==> config.mk <==
export PLATFORM = sky130hd
export DESIGN_NAME = branch_predict_ctrl_flat
export DESIGN_NICKNAME = d
export VERILOG_FILES = /design/src/rtl/branch_predict_ctrl_if.sv /design/src/rtl/branch_predict_ctrl.sv /design/src/flat_wrapper.sv
export SDC_FILE = /design/constraint.sdc
export NUM_CORES = 1
export LEC_CHECK = 0
export ABC_AREA = 0
export BUFFER_PORTS_ARGS = -buffer_cell sky130_fd_sc_hd__buf_2
export CAP_MARGIN = 20
export CORE_AREA = 2 2 93 95
export CTS_CLUSTER_SIZE = 40
export DETAILED_ROUTE_END_ITERATION = 10
export DIE_AREA = 0 0 95 97
export PLACE_DENSITY_LB_ADDON = 0.12
export SLEW_MARGIN = 30
export SYNTH_ARGS = -nofsm -noshare
export SYNTH_HDL_FRONTEND = slang
export SYNTH_SLANG_ARGS = --single-unit
==> constraint.sdc <==
create_clock -name clk -period 5.3 [get_ports clk]
set_input_delay 0.53 -clock clk [delete_from_list [all_inputs] [get_ports clk]]
set_output_delay 0.53 -clock clk [all_outputs]
set_load 0.01 [all_outputs]
==> src/rtl/branch_predict_ctrl_if.sv <==
// Pipeline-side bundle for the branch sequencing controller: ID lookup, EX resolution,
// redirect/flush outputs and branch statistics. The pipeline drives through master; the controller uses slave.
interface branch_predict_ctrl_if;
  logic        stall;
  logic        id_valid;
  logic [2:0]  id_br_ctrl;
  logic [31:0] id_pc;
  logic [31:0] id_target;
  logic        pred_taken;
  logic        ex_valid;
  logic [2:0]  ex_br_ctrl;
  logic [31:0] ex_pc;
  logic [31:0] ex_target;
  logic        ex_pred_taken;
  logic        ex_br_true;
  logic        redirect;
  logic [31:0] redirect_pc;
  logic        flush_ifid;
  logic        flush_idex;
  logic [31:0] stat_branches;
  logic [31:0] stat_mispredicts;

  modport master (
    output stall, id_valid, id_br_ctrl, id_pc, id_target,
    output ex_valid, ex_br_ctrl, ex_pc, ex_target, ex_pred_taken, ex_br_true,
    input  pred_taken, redirect, redirect_pc, flush_ifid, flush_idex,
    input  stat_branches, stat_mispredicts
  );

  modport slave (
    input  stall, id_valid, id_br_ctrl, id_pc, id_target,
    input  ex_valid, ex_br_ctrl, ex_pc, ex_target, ex_pred_taken, ex_br_true,
    output pred_taken, redirect, redirect_pc, flush_ifid, flush_idex,
    output stat_branches, stat_mispredicts
  );
endinterface

==> src/rtl/branch_predict_ctrl.sv <==
// Branch sequencing controller: 2-bit-counter BHT prediction in ID, misprediction recovery from EX.
// Optional resolved-branch / misprediction counters are built when BRANCH_STATS_EN is defined.
module branch_predict_ctrl #(
  parameter int BHT_IDX_W = 4
) (
  input  logic                 clk,
  input  logic                 rst,
  branch_predict_ctrl_if.slave bus
);

  localparam int BHT_DEPTH = 1 << BHT_IDX_W;

  typedef logic [1:0] ctr_t;
  localparam ctr_t CTR_STRONG_NT = 2'b00;
  localparam ctr_t CTR_WEAK_NT   = 2'b01;
  localparam ctr_t CTR_STRONG_T  = 2'b11;

  ctr_t bht [BHT_DEPTH];

  logic [BHT_IDX_W-1:0] id_idx;
  logic [BHT_IDX_W-1:0] ex_idx;
  logic                 id_is_br;
  logic                 ex_is_br;
  logic                 resolve;
  logic                 mispredict;
  logic                 pred_taken;
  ctr_t                 ctr_next;

  logic        redirect;
  logic [31:0] redirect_pc;
  logic        flush_ifid;
  logic        flush_idex;

  // Codes 5..7 decode the same as code 0: not a branch.
  function automatic logic is_branch(input logic valid, input logic [2:0] code);
    return valid & (code inside {[3'd1:3'd4]});
  endfunction

  assign id_idx   = bus.id_pc[BHT_IDX_W+1:2];
  assign ex_idx   = bus.ex_pc[BHT_IDX_W+1:2];
  assign id_is_br = is_branch(bus.id_valid, bus.id_br_ctrl);
  assign ex_is_br = is_branch(bus.ex_valid, bus.ex_br_ctrl);

  // Folding ~rst and ~stall in here gives the freeze/reset case top priority for free.
  assign pred_taken = id_is_br & ~bus.stall & ~rst & bht[id_idx][1];
  assign resolve    = ex_is_br & ~bus.stall & ~rst;
  assign mispredict = resolve & (bus.ex_br_true != bus.ex_pred_taken);

  // NOTE: every always_comb output gets a default first, so no path leaves it unassigned and no latch is inferred.
  always_comb begin
    redirect    = 1'b0;
    redirect_pc = 32'd0;
    flush_ifid  = 1'b0;
    flush_idex  = 1'b0;
    if (mispredict) begin
      redirect    = 1'b1;
      redirect_pc = bus.ex_br_true ? bus.ex_target : bus.ex_pc + 32'd4;
      flush_ifid  = 1'b1;
      flush_idex  = 1'b1;
    end else if (pred_taken) begin
      redirect    = 1'b1;
      redirect_pc = bus.id_target;
      flush_ifid  = 1'b1;
    end
  end

  always_comb begin
    ctr_next = bht[ex_idx];
    if (bus.ex_br_true) begin
      if (bht[ex_idx] != CTR_STRONG_T) ctr_next = bht[ex_idx] + 2'd1;
    end else begin
      if (bht[ex_idx] != CTR_STRONG_NT) ctr_next = bht[ex_idx] - 2'd1;
    end
  end

  // NOTE: the BHT is a small flop array, so it is reset entry by entry; a RAM-based table could not be.
  always_ff @(posedge clk) begin
    if (rst) begin
      for (int i = 0; i < BHT_DEPTH; i++) begin
        // NOTE: state registers use non-blocking assignment so every flop samples pre-edge values.
        bht[i] <= CTR_WEAK_NT;
      end
    end else if (resolve) begin
      bht[ex_idx] <= ctr_next;
    end
  end

`ifdef BRANCH_STATS_EN
  logic [31:0] stat_branches_q;
  logic [31:0] stat_mispredicts_q;

  always_ff @(posedge clk) begin
    if (rst) begin
      stat_branches_q    <= 32'd0;
      stat_mispredicts_q <= 32'd0;
    end else if (resolve) begin
      if (stat_branches_q != 32'hFFFF_FFFF) stat_branches_q <= stat_branches_q + 32'd1;
      if (mispredict && stat_mispredicts_q != 32'hFFFF_FFFF)
        stat_mispredicts_q <= stat_mispredicts_q + 32'd1;
    end
  end

  assign bus.stat_branches    = stat_branches_q;
  assign bus.stat_mispredicts = stat_mispredicts_q;
`else
  assign bus.stat_branches    = 32'd0;
  assign bus.stat_mispredicts = 32'd0;
`endif

  assign bus.pred_taken  = pred_taken;
  assign bus.redirect    = redirect;
  assign bus.redirect_pc = redirect_pc;
  assign bus.flush_ifid  = flush_ifid;
  assign bus.flush_idex  = flush_idex;

endmodule

==> src/flat_wrapper.sv <==
// flat-port wrapper written by rule: the top's interface ports become plain ports
module branch_predict_ctrl_flat 
#(
  parameter int BHT_IDX_W = 4
)
  (clk, rst, bus_stall, bus_id_valid, bus_id_br_ctrl, bus_id_pc, bus_id_target, bus_ex_valid, bus_ex_br_ctrl, bus_ex_pc, bus_ex_target, bus_ex_pred_taken, bus_ex_br_true, bus_pred_taken, bus_redirect, bus_redirect_pc, bus_flush_ifid, bus_flush_idex, bus_stat_branches, bus_stat_mispredicts);
  branch_predict_ctrl_if bus_i ();
  input  logic clk;
  input  logic rst;
  input wire logic [$bits(bus_i.stall)-1:0] bus_stall;
  input wire logic [$bits(bus_i.id_valid)-1:0] bus_id_valid;
  input wire logic [$bits(bus_i.id_br_ctrl)-1:0] bus_id_br_ctrl;
  input wire logic [$bits(bus_i.id_pc)-1:0] bus_id_pc;
  input wire logic [$bits(bus_i.id_target)-1:0] bus_id_target;
  input wire logic [$bits(bus_i.ex_valid)-1:0] bus_ex_valid;
  input wire logic [$bits(bus_i.ex_br_ctrl)-1:0] bus_ex_br_ctrl;
  input wire logic [$bits(bus_i.ex_pc)-1:0] bus_ex_pc;
  input wire logic [$bits(bus_i.ex_target)-1:0] bus_ex_target;
  input wire logic [$bits(bus_i.ex_pred_taken)-1:0] bus_ex_pred_taken;
  input wire logic [$bits(bus_i.ex_br_true)-1:0] bus_ex_br_true;
  output wire logic [$bits(bus_i.pred_taken)-1:0] bus_pred_taken;
  output wire logic [$bits(bus_i.redirect)-1:0] bus_redirect;
  output wire logic [$bits(bus_i.redirect_pc)-1:0] bus_redirect_pc;
  output wire logic [$bits(bus_i.flush_ifid)-1:0] bus_flush_ifid;
  output wire logic [$bits(bus_i.flush_idex)-1:0] bus_flush_idex;
  output wire logic [$bits(bus_i.stat_branches)-1:0] bus_stat_branches;
  output wire logic [$bits(bus_i.stat_mispredicts)-1:0] bus_stat_mispredicts;
  assign bus_i.stall = bus_stall;
  assign bus_i.id_valid = bus_id_valid;
  assign bus_i.id_br_ctrl = bus_id_br_ctrl;
  assign bus_i.id_pc = bus_id_pc;
  assign bus_i.id_target = bus_id_target;
  assign bus_i.ex_valid = bus_ex_valid;
  assign bus_i.ex_br_ctrl = bus_ex_br_ctrl;
  assign bus_i.ex_pc = bus_ex_pc;
  assign bus_i.ex_target = bus_ex_target;
  assign bus_i.ex_pred_taken = bus_ex_pred_taken;
  assign bus_i.ex_br_true = bus_ex_br_true;
  assign bus_pred_taken = bus_i.pred_taken;
  assign bus_redirect = bus_i.redirect;
  assign bus_redirect_pc = bus_i.redirect_pc;
  assign bus_flush_ifid = bus_i.flush_ifid;
  assign bus_flush_idex = bus_i.flush_idex;
  assign bus_stat_branches = bus_i.stat_branches;
  assign bus_stat_mispredicts = bus_i.stat_mispredicts;
  branch_predict_ctrl #(.BHT_IDX_W(BHT_IDX_W)) u_core (.clk(clk), .rst(rst), .bus(bus_i));
endmodule
==> qor.csv, run 1 <==
stage,metric,value,unit
outcome,status,"complete, no violations",
yosys,synth_edf_count,32,
yosys,synth_top_area_share,25.7,%
yosys,yosys_warnings,0,
pwr,p_comb_share,30.0,%
layout,largest_reg_flops,32,
floorplanning,die_h,97,µm
floorplanning,io_pins,241,
grt,grt_usage,22.3,%
grt,antenna_found_initial,0,
yosys,yosysUniqueCellTypes,45,
sta,tightest_slew,0.924,ns
route,drt_wl_total,10800,µm
yosys,yosysTopAreaCell,edfxtp_1,
layout,num-nets-final,723,
sta,rsz0062_at_grt,no,
grt,grt_first_pass_wirelength,16300,µm
route,vias_per_cell,5.32,
sta,maxSlewHeadroom,38.4,%
placement,gp_congestion,0.837,
setup_path,cp_max_fo,15,
pwr,switching_power,209,µW
yosys,synth.area.top_cells,"edfxtp_1 (26%), buf_4 (13%), nand2b_1 (5.5%)",
placement,dp_hpwl,8460,µm
sta,setup_ws,1.74,ns
clock_tree,numCtsBuffers,5,
sta,max_clock_freq,0.281,GHz
pwr,power.leakage,0.00186,µW
floorplanning,die-area,9220,µm²
yosys,syn_area_per_cell,8.26,µm²
sta,finalSetupTns,0,ns
clock_tree,cts_resized,0,
placement,place_ws,1.70,ns
setup_path,crit_arrival,3.03,ns
yosys,ys.flop_type,edfxtp_1,
yosys,ys_ff_latch,32,
yosys,synth.most_common_cell,buf_4,
layout,top_regs,u_core.bht: 32 flops,
floorplanning,core_area,8130,µm²
layout,areaGrowthSynthToFinish,15.1,%
sta,hold_viol_final,0,
clock_tree,holdBufCountCts,0,
grt,grt_max_degree,51,
yosys,yosysSeqAreaShare,25.7,%
sta,timing.final.crit_period,3.56,ns
route,drt_iter0_markers,216,
route,avgRoutedWirePerCell,15.7,µm
clock_tree,clock_sinks,32,
route,vias,3642,
clock_tree,clock_latency,0.29,ns
yosys,syn-instance-count,453,
sta,final_max_slew_viol_count,0,
run,max_cap_violations,0,
grt,overflow,0,
clock_tree,htreeDepth,2,
grt,grt_pass1_vias,3394,
layout,antenna-diode-count,0,
route,drc_errors,0,
layout,fin_cells,684,
pwr,p_sw_share,31.6,%
setup_path,start_kind,input pin,
pwr,finalPower,662,µW
floorplanning,die_w,95,µm
clock_tree,cts_setup_buffers,0,
clock_tree,clk_pin_slew_worst_paths,0.06,ns
yosys,synthTopCellsByCount,"buf_4 (65), nand2_1 (49), o21ai_0 (41)",
yosys,synth_area,3740,µm²
yosys,async_reset_ff_share,0,%
sta,setup_viol,0,
pwr,internal_power,452,µW
clock_tree,cts_tree,built,
setup_path,critPathRequiredTime,4.77,ns
layout,regMostFlops,u_core.bht,
route,ant_nets,0,
clock_tree,root_buffer,clkbuf_8,
placement,place_inst,676,
sta,fin_crit_sh,67.3,%
layout,drive_gt1_share,28.8,%
route,first_pass_iters,5,
pwr,ir_drop,0.142,mV
clock_tree,clockBufferDepth,2,
setup_path,crit_type,input pin to output pin,
worst_hold_path,hold_class,input pin to register,
setup_path,crit_path_end_kind,output pin,
sta,finClkSkew,0.00530,ns
floorplanning,start_util,46.0,%
pwr,clockPowerShare,26.9,%
pwr,sequentialPowerShare,43.1,%
layout,fin_util,53.0,%
floorplanning,num_rows,33,
pwr,p_per_area,154,nW/µm²
placement,portBuffers,148,
## critical path, stage by stage
cell	delay (ns)
buf_2	0.37
ha_1	0.46
and3_1	0.35
nand4_1	0.43
o31a_1	0.42
nor3_1	0.20
o21ai_0	0.12
buf_2	0.15
## logic make-up (layout without fill, tap and decap cells)
| family | count (synthesis) | in the layout | synth area share (%) |
|---|---|---|---|
| xor gates and xnor gates | 15 | 15 | 3.51 |
| DFF | 32 | 32 | 25.7 |
| muxes | 16 | 16 | 9.13 |
| buffers and inverters | 102 | 165 | 17.7 |
| adders and majority gates | 6 | 6 | 1.91 |
| other | 1 | 64 | 0.100 |
| AOI/OAI and AO/OA | 82 | 82 | 14.2 |
| and+or+nand+nor | 199 | 199 | 27.8 |
## cell type report
| cell class | count | area, µm² |
|---|---|---|
| sequential | 32 | 961 |
| inverter | 8 | 30.0 |
| clock buffer | 7 | 76.3 |
| tap | 105 | 131 |
| timing repair buffer | 149 | 748 |
| clock inverter | 1 | 3.75 |
| multi-input combinational | 382 | 2360 |
| fill | 833 | 3820 |
## power groups by stage
stage / clock [µW] / sequential, µW / combinational, µW
6_report: 178 / 285 / 198
5_1_grt: 194 / 286 / 219
4_1_cts: 182 / 285 / 197
3_5_place_dp: 0 / 291 / 196
3_3_place_gp: 0 / 290 / 193
2_1_floorplan: 0 / 289 / 153
## cells in the final DEF, fill, tap and decap left out, types with 5 or more instances in the layout
cell type / Yosys / layout
o31a_1: 9 / 9
nand4_1: 13 / 13
o21ai_0: 41 / 41
clkbuf_8: 0 / 5
nor4_1: 12 / 12
xnor2_1: 7 / 7
nand2b_1: 33 / 33
edfxtp_1: 32 / 32
xor2_1: 8 / 8
nand3_1: 25 / 25
buf_2: 9 / 148
a22o_1: 11 / 11
mux4_2: 8 / 8
nor2_1: 27 / 27
nand2_1: 49 / 49
mux4_1: 5 / 5
a21oi_1: 5 / 5
conb_1: 1 / 64
nor3_1: 17 / 17
inv_1: 8 / 8
## layer usage
| metal | wire (µm) | global-route usage, % | vias to the layer above | share of wire, % |
|---|---|---|---|---|
| li1 | - | - | 1770 | - |
| met1 | 4170 | 27.7 | 1713 | 39 |
| met2 | 5540 | 39.0 | 153 | 52 |
| met3 | 985 | 3.82 | 6 | 9.2 |
| met4 | 58 | 6.80 | 0 | 0.54 |
| met5 | 0 | 0 | - | 0 |
## path summary, 6_finish.rpt
| check | from | endpoint | slack [ns] | cells past startpoint |
|---|---|---|---|---|
| worst max-delay path | bus_ex_pc[2] | bus_redirect_pc[26] | 1.74 | 8 |
| worst min-delay path | bus_ex_pc[5] | u_core.bht[3][1]$_SDFFCE_PN0P_ | 0.69 | 2 |
| worst max register to register | u_core.bht[10][1]$_SDFFCE_PN0P_ | u_core.bht[11][0]$_SDFFCE_PN1P_ | 2.91 | 5 |
| worst min register to register | u_core.bht[6][1]$_SDFFCE_PN0P_ | u_core.bht[4][1]$_SDFFCE_PN0P_ | 1.44 | 5 |
## metrics by stage
step           area [µm²]  hold WS (ns)
2_1_floorplan        3980         0.769
3_3_place_gp         4230         0.964
3_5_place_dp         4230         0.983
4_1_cts              4310         0.673
5_1_grt              4310         0.695
6_report             4310         0.689
(Power assumes the default switching activity.)
==> inputs of run 2 (changes only) <==
Settings changed: CORE_AREA 2 2 93 95 to not set, CORE_ASPECT_RATIO set to 0.9, CORE_UTILIZATION set to 40, DIE_AREA 0 0 95 97 to not set.
Clock period 5.3 ns to 2.85 ns, I/O delays scaled along.
==> qor.csv, run 2 (same netlist as run 1, synthesis figures left out) <==
stage,metric,value,unit,change
outcome,status,"complete, no violations",,unchanged
floorplanning,die_w,104,µm,was 95 µm
clock_tree,clock_latency,0.28,ns,was 0.29 ns
setup_path,cp_max_fo,32,,was 15
pwr,power.leakage,0.00193,µW,was 0.00186 µW
setup_path,critPathRequiredTime,2.57,ns,was 4.77 ns
setup_path,slowest_stage,mux4_1,,was ha_1
route,vias,3647,,was 3642
layout,antenna-diode-count,0,,unchanged
floorplanning,start_util,41.2,%,was 46.0%
route,drt_iter0_markers,193,,was 216
sta,finalSetupTns,0,ns,unchanged
layout,final_cell_mix,"buf_2 (148), conb_1 (64), nand2_1 (49)",,unchanged
route,first_pass_iters,4,,was 5
layout,regMostFlops,u_core.bht,,unchanged
layout,final_common_cell,buf_2,,unchanged
sta,maxSlewHeadroom,62.3,%,was 38.4%
clock_tree,clock_sinks,32,,unchanged
setup_path,crit_arrival,2.46,ns,was 3.03 ns
route,ant_nets,0,,unchanged
floorplanning,io_pins,241,,unchanged
layout,drive_gt1_share,30.5,%,was 28.8%
pwr,switching_power,390,µW,was 209 µW
pwr,clockPowerShare,26.4,%,was 26.9%
route,drt_wl_total,10500,µm,was 10800 µm
sta,setup_viol,0,,unchanged
clock_tree,cts_tree,built,,unchanged
clock_tree,numCtsBuffers,5,,unchanged
setup_path,start_kind,register,,was input pin
run,max_cap_violations,0,,unchanged
setup_path,crit_type,register to output pin,,was input pin to output pin
sta,rsz0062_at_grt,no,,unchanged
pwr,p_comb_share,30.9,%,was 30.0%
setup_path,crit_path_end_kind,output pin,,unchanged
grt,overflow,0,,unchanged
placement,dp_hpwl,8360,µm,was 8460 µm
sta,final_max_slew_viol_count,0,,unchanged
placement,portBuffers,148,,unchanged
layout,areaGrowthSynthToFinish,18.7,%,was 15.1%
sta,fin_crit_sh,96.5,%,
layout,fin_util,48.9,%,was 53.0%
layout,largest_reg_flops,32,,unchanged
grt,antenna_found_initial,0,,unchanged
placement,place_inst,706,,was 676
floorplanning,die_h,93.8,µm,was 97 µm
clock_tree,holdBufCountCts,0,,unchanged
pwr,p_sw_share,31.3,%,was 31.6%
layout,fin_cells,715,,was 684
clock_tree,htreeDepth,2,,unchanged
grt,grt_max_degree,46,,was 51
pwr,ir_drop,0.147,mV,was 0.142 mV
worst_hold_path,hold_class,input pin to register,,unchanged
clock_tree,root_buffer,clkbuf_8,,unchanged
sta,hold_viol_final,0,,unchanged
sta,tightest_slew,0.565,ns,was 0.924 ns
route,drc_errors,0,,unchanged
layout,num-nets-final,737,,was 723
sta,timing.final.crit_period,2.75,ns,
pwr,sequentialPowerShare,42.7,%,was 43.1%
sta,max_clock_freq,0.364,GHz,
grt,grt_pass1_vias,3216,,was 3394
layout,top_regs,u_core.bht: 32 flops,,unchanged
grt,grt_first_pass_wirelength,16200,µm,was 16300 µm
placement,gp_congestion,0.857,,was 0.837
floorplanning,die-area,9750,µm²,was 9220 µm²
clock_tree,clk_pin_slew_worst_paths,0.06,ns,about the same
pwr,p_per_area,280,nW/µm²,was 154 nW/µm²
route,avgRoutedWirePerCell,14.7,µm,was 15.7 µm
pwr,internal_power,854,µW,was 452 µW
grt,grt_usage,21.1,%,was 22.3%
setup_path,path_cells,"mux4_1, mux4_2, and3_1, buf_12, a22o_1, buf_2",,"was buf_2, ha_1, and3_1, nand4_1, o31a_1, nor3_1, o21ai_0, buf_2"
route,vias_per_cell,5.10,,was 5.32
sta,finClkSkew,0.00308,ns,was 0.00530 ns
floorplanning,num_rows,33,,unchanged
floorplanning,core_area,9080,µm²,was 8130 µm²
clock_tree,clockBufferDepth,2,,unchanged
setup_path,cp_slowest_stage_delay,0.53,ns,was 0.46 ns
-- run 2: timing repair --
item	CTS	global route
endpoints found under the setup margin	0	3
setup buffers	0	1
gates resized for setup	0	1
-- run 2: stage by stage --
stage	hold slack, ns	area, µm²	power (µW)	worst slack [ns]
floorplan	0.524	3980	822	0.613
global placement	0.735	4360	920	0.232
detailed placement	0.737	4360	923	0.205
CTS	0.437	4440	1250	0.0668
global route	0.467	4440	1310	0.0183
finish	0.437	4440	1240	0.101
-- run 2: worst paths after layout --
path	start	to	slack, ns	cells past startpoint
max	u_core.bht[12][1]$_SDFFCE_PN0P_	bus_redirect_pc[8]	0.10	6
min	bus_ex_pc[5]	u_core.bht[3][1]$_SDFFCE_PN0P_	0.44	2
max reg2reg	u_core.bht[3][1]$_SDFFCE_PN0P_	u_core.bht[11][0]$_SDFFCE_PN1P_	0.58	6
min reg2reg	u_core.bht[8][0]$_SDFFCE_PN1P_	u_core.bht[2][0]$_SDFFCE_PN1P_	1.25	5
-- run 2: power groups by stage --
| stage | logic, µW | clock network, µW | registers (µW) |
|---|---|---|---|
| 3_3_place_gp | 379 | 0 | 540 |
| 2_1_floorplan | 284 | 0 | 538 |
| 5_1_grt | 426 | 355 | 531 |
| 4_1_cts | 384 | 331 | 531 |
| 6_report | 384 | 328 | 531 |
| 3_5_place_dp | 382 | 0 | 541 |
-- run 2: area by class of cell --
type                    count  area (µm²)
fillers                   902        4640
multi-input cells         382        2350
flip-flops and latches     32         961
repair buffers            163         866
well taps                 122         153
clock buffers               7        76.3
inverters                   8        30.0
clock inverters             1        3.75
-- run 2: critical path, delay by kind of cell (launching register included) --
kind                   cells  cell delay, ns
multiplexers               2            1.03
flip-flops                 1            0.40
buffers and inverters      2            0.30
AO/OA/AOI/OAI              1            0.24
AND/OR/NAND/NOR            1            0.19
-- run 2: routing by layer --
metal	up-vias	global-route usage (%)	part of all wire, %
met2	153	36.0	48
met4	0	5.24	1.5
met1	1691	28.2	44
li1	1790	-	-
met3	13	3.05	5.8
met5	-	0	0
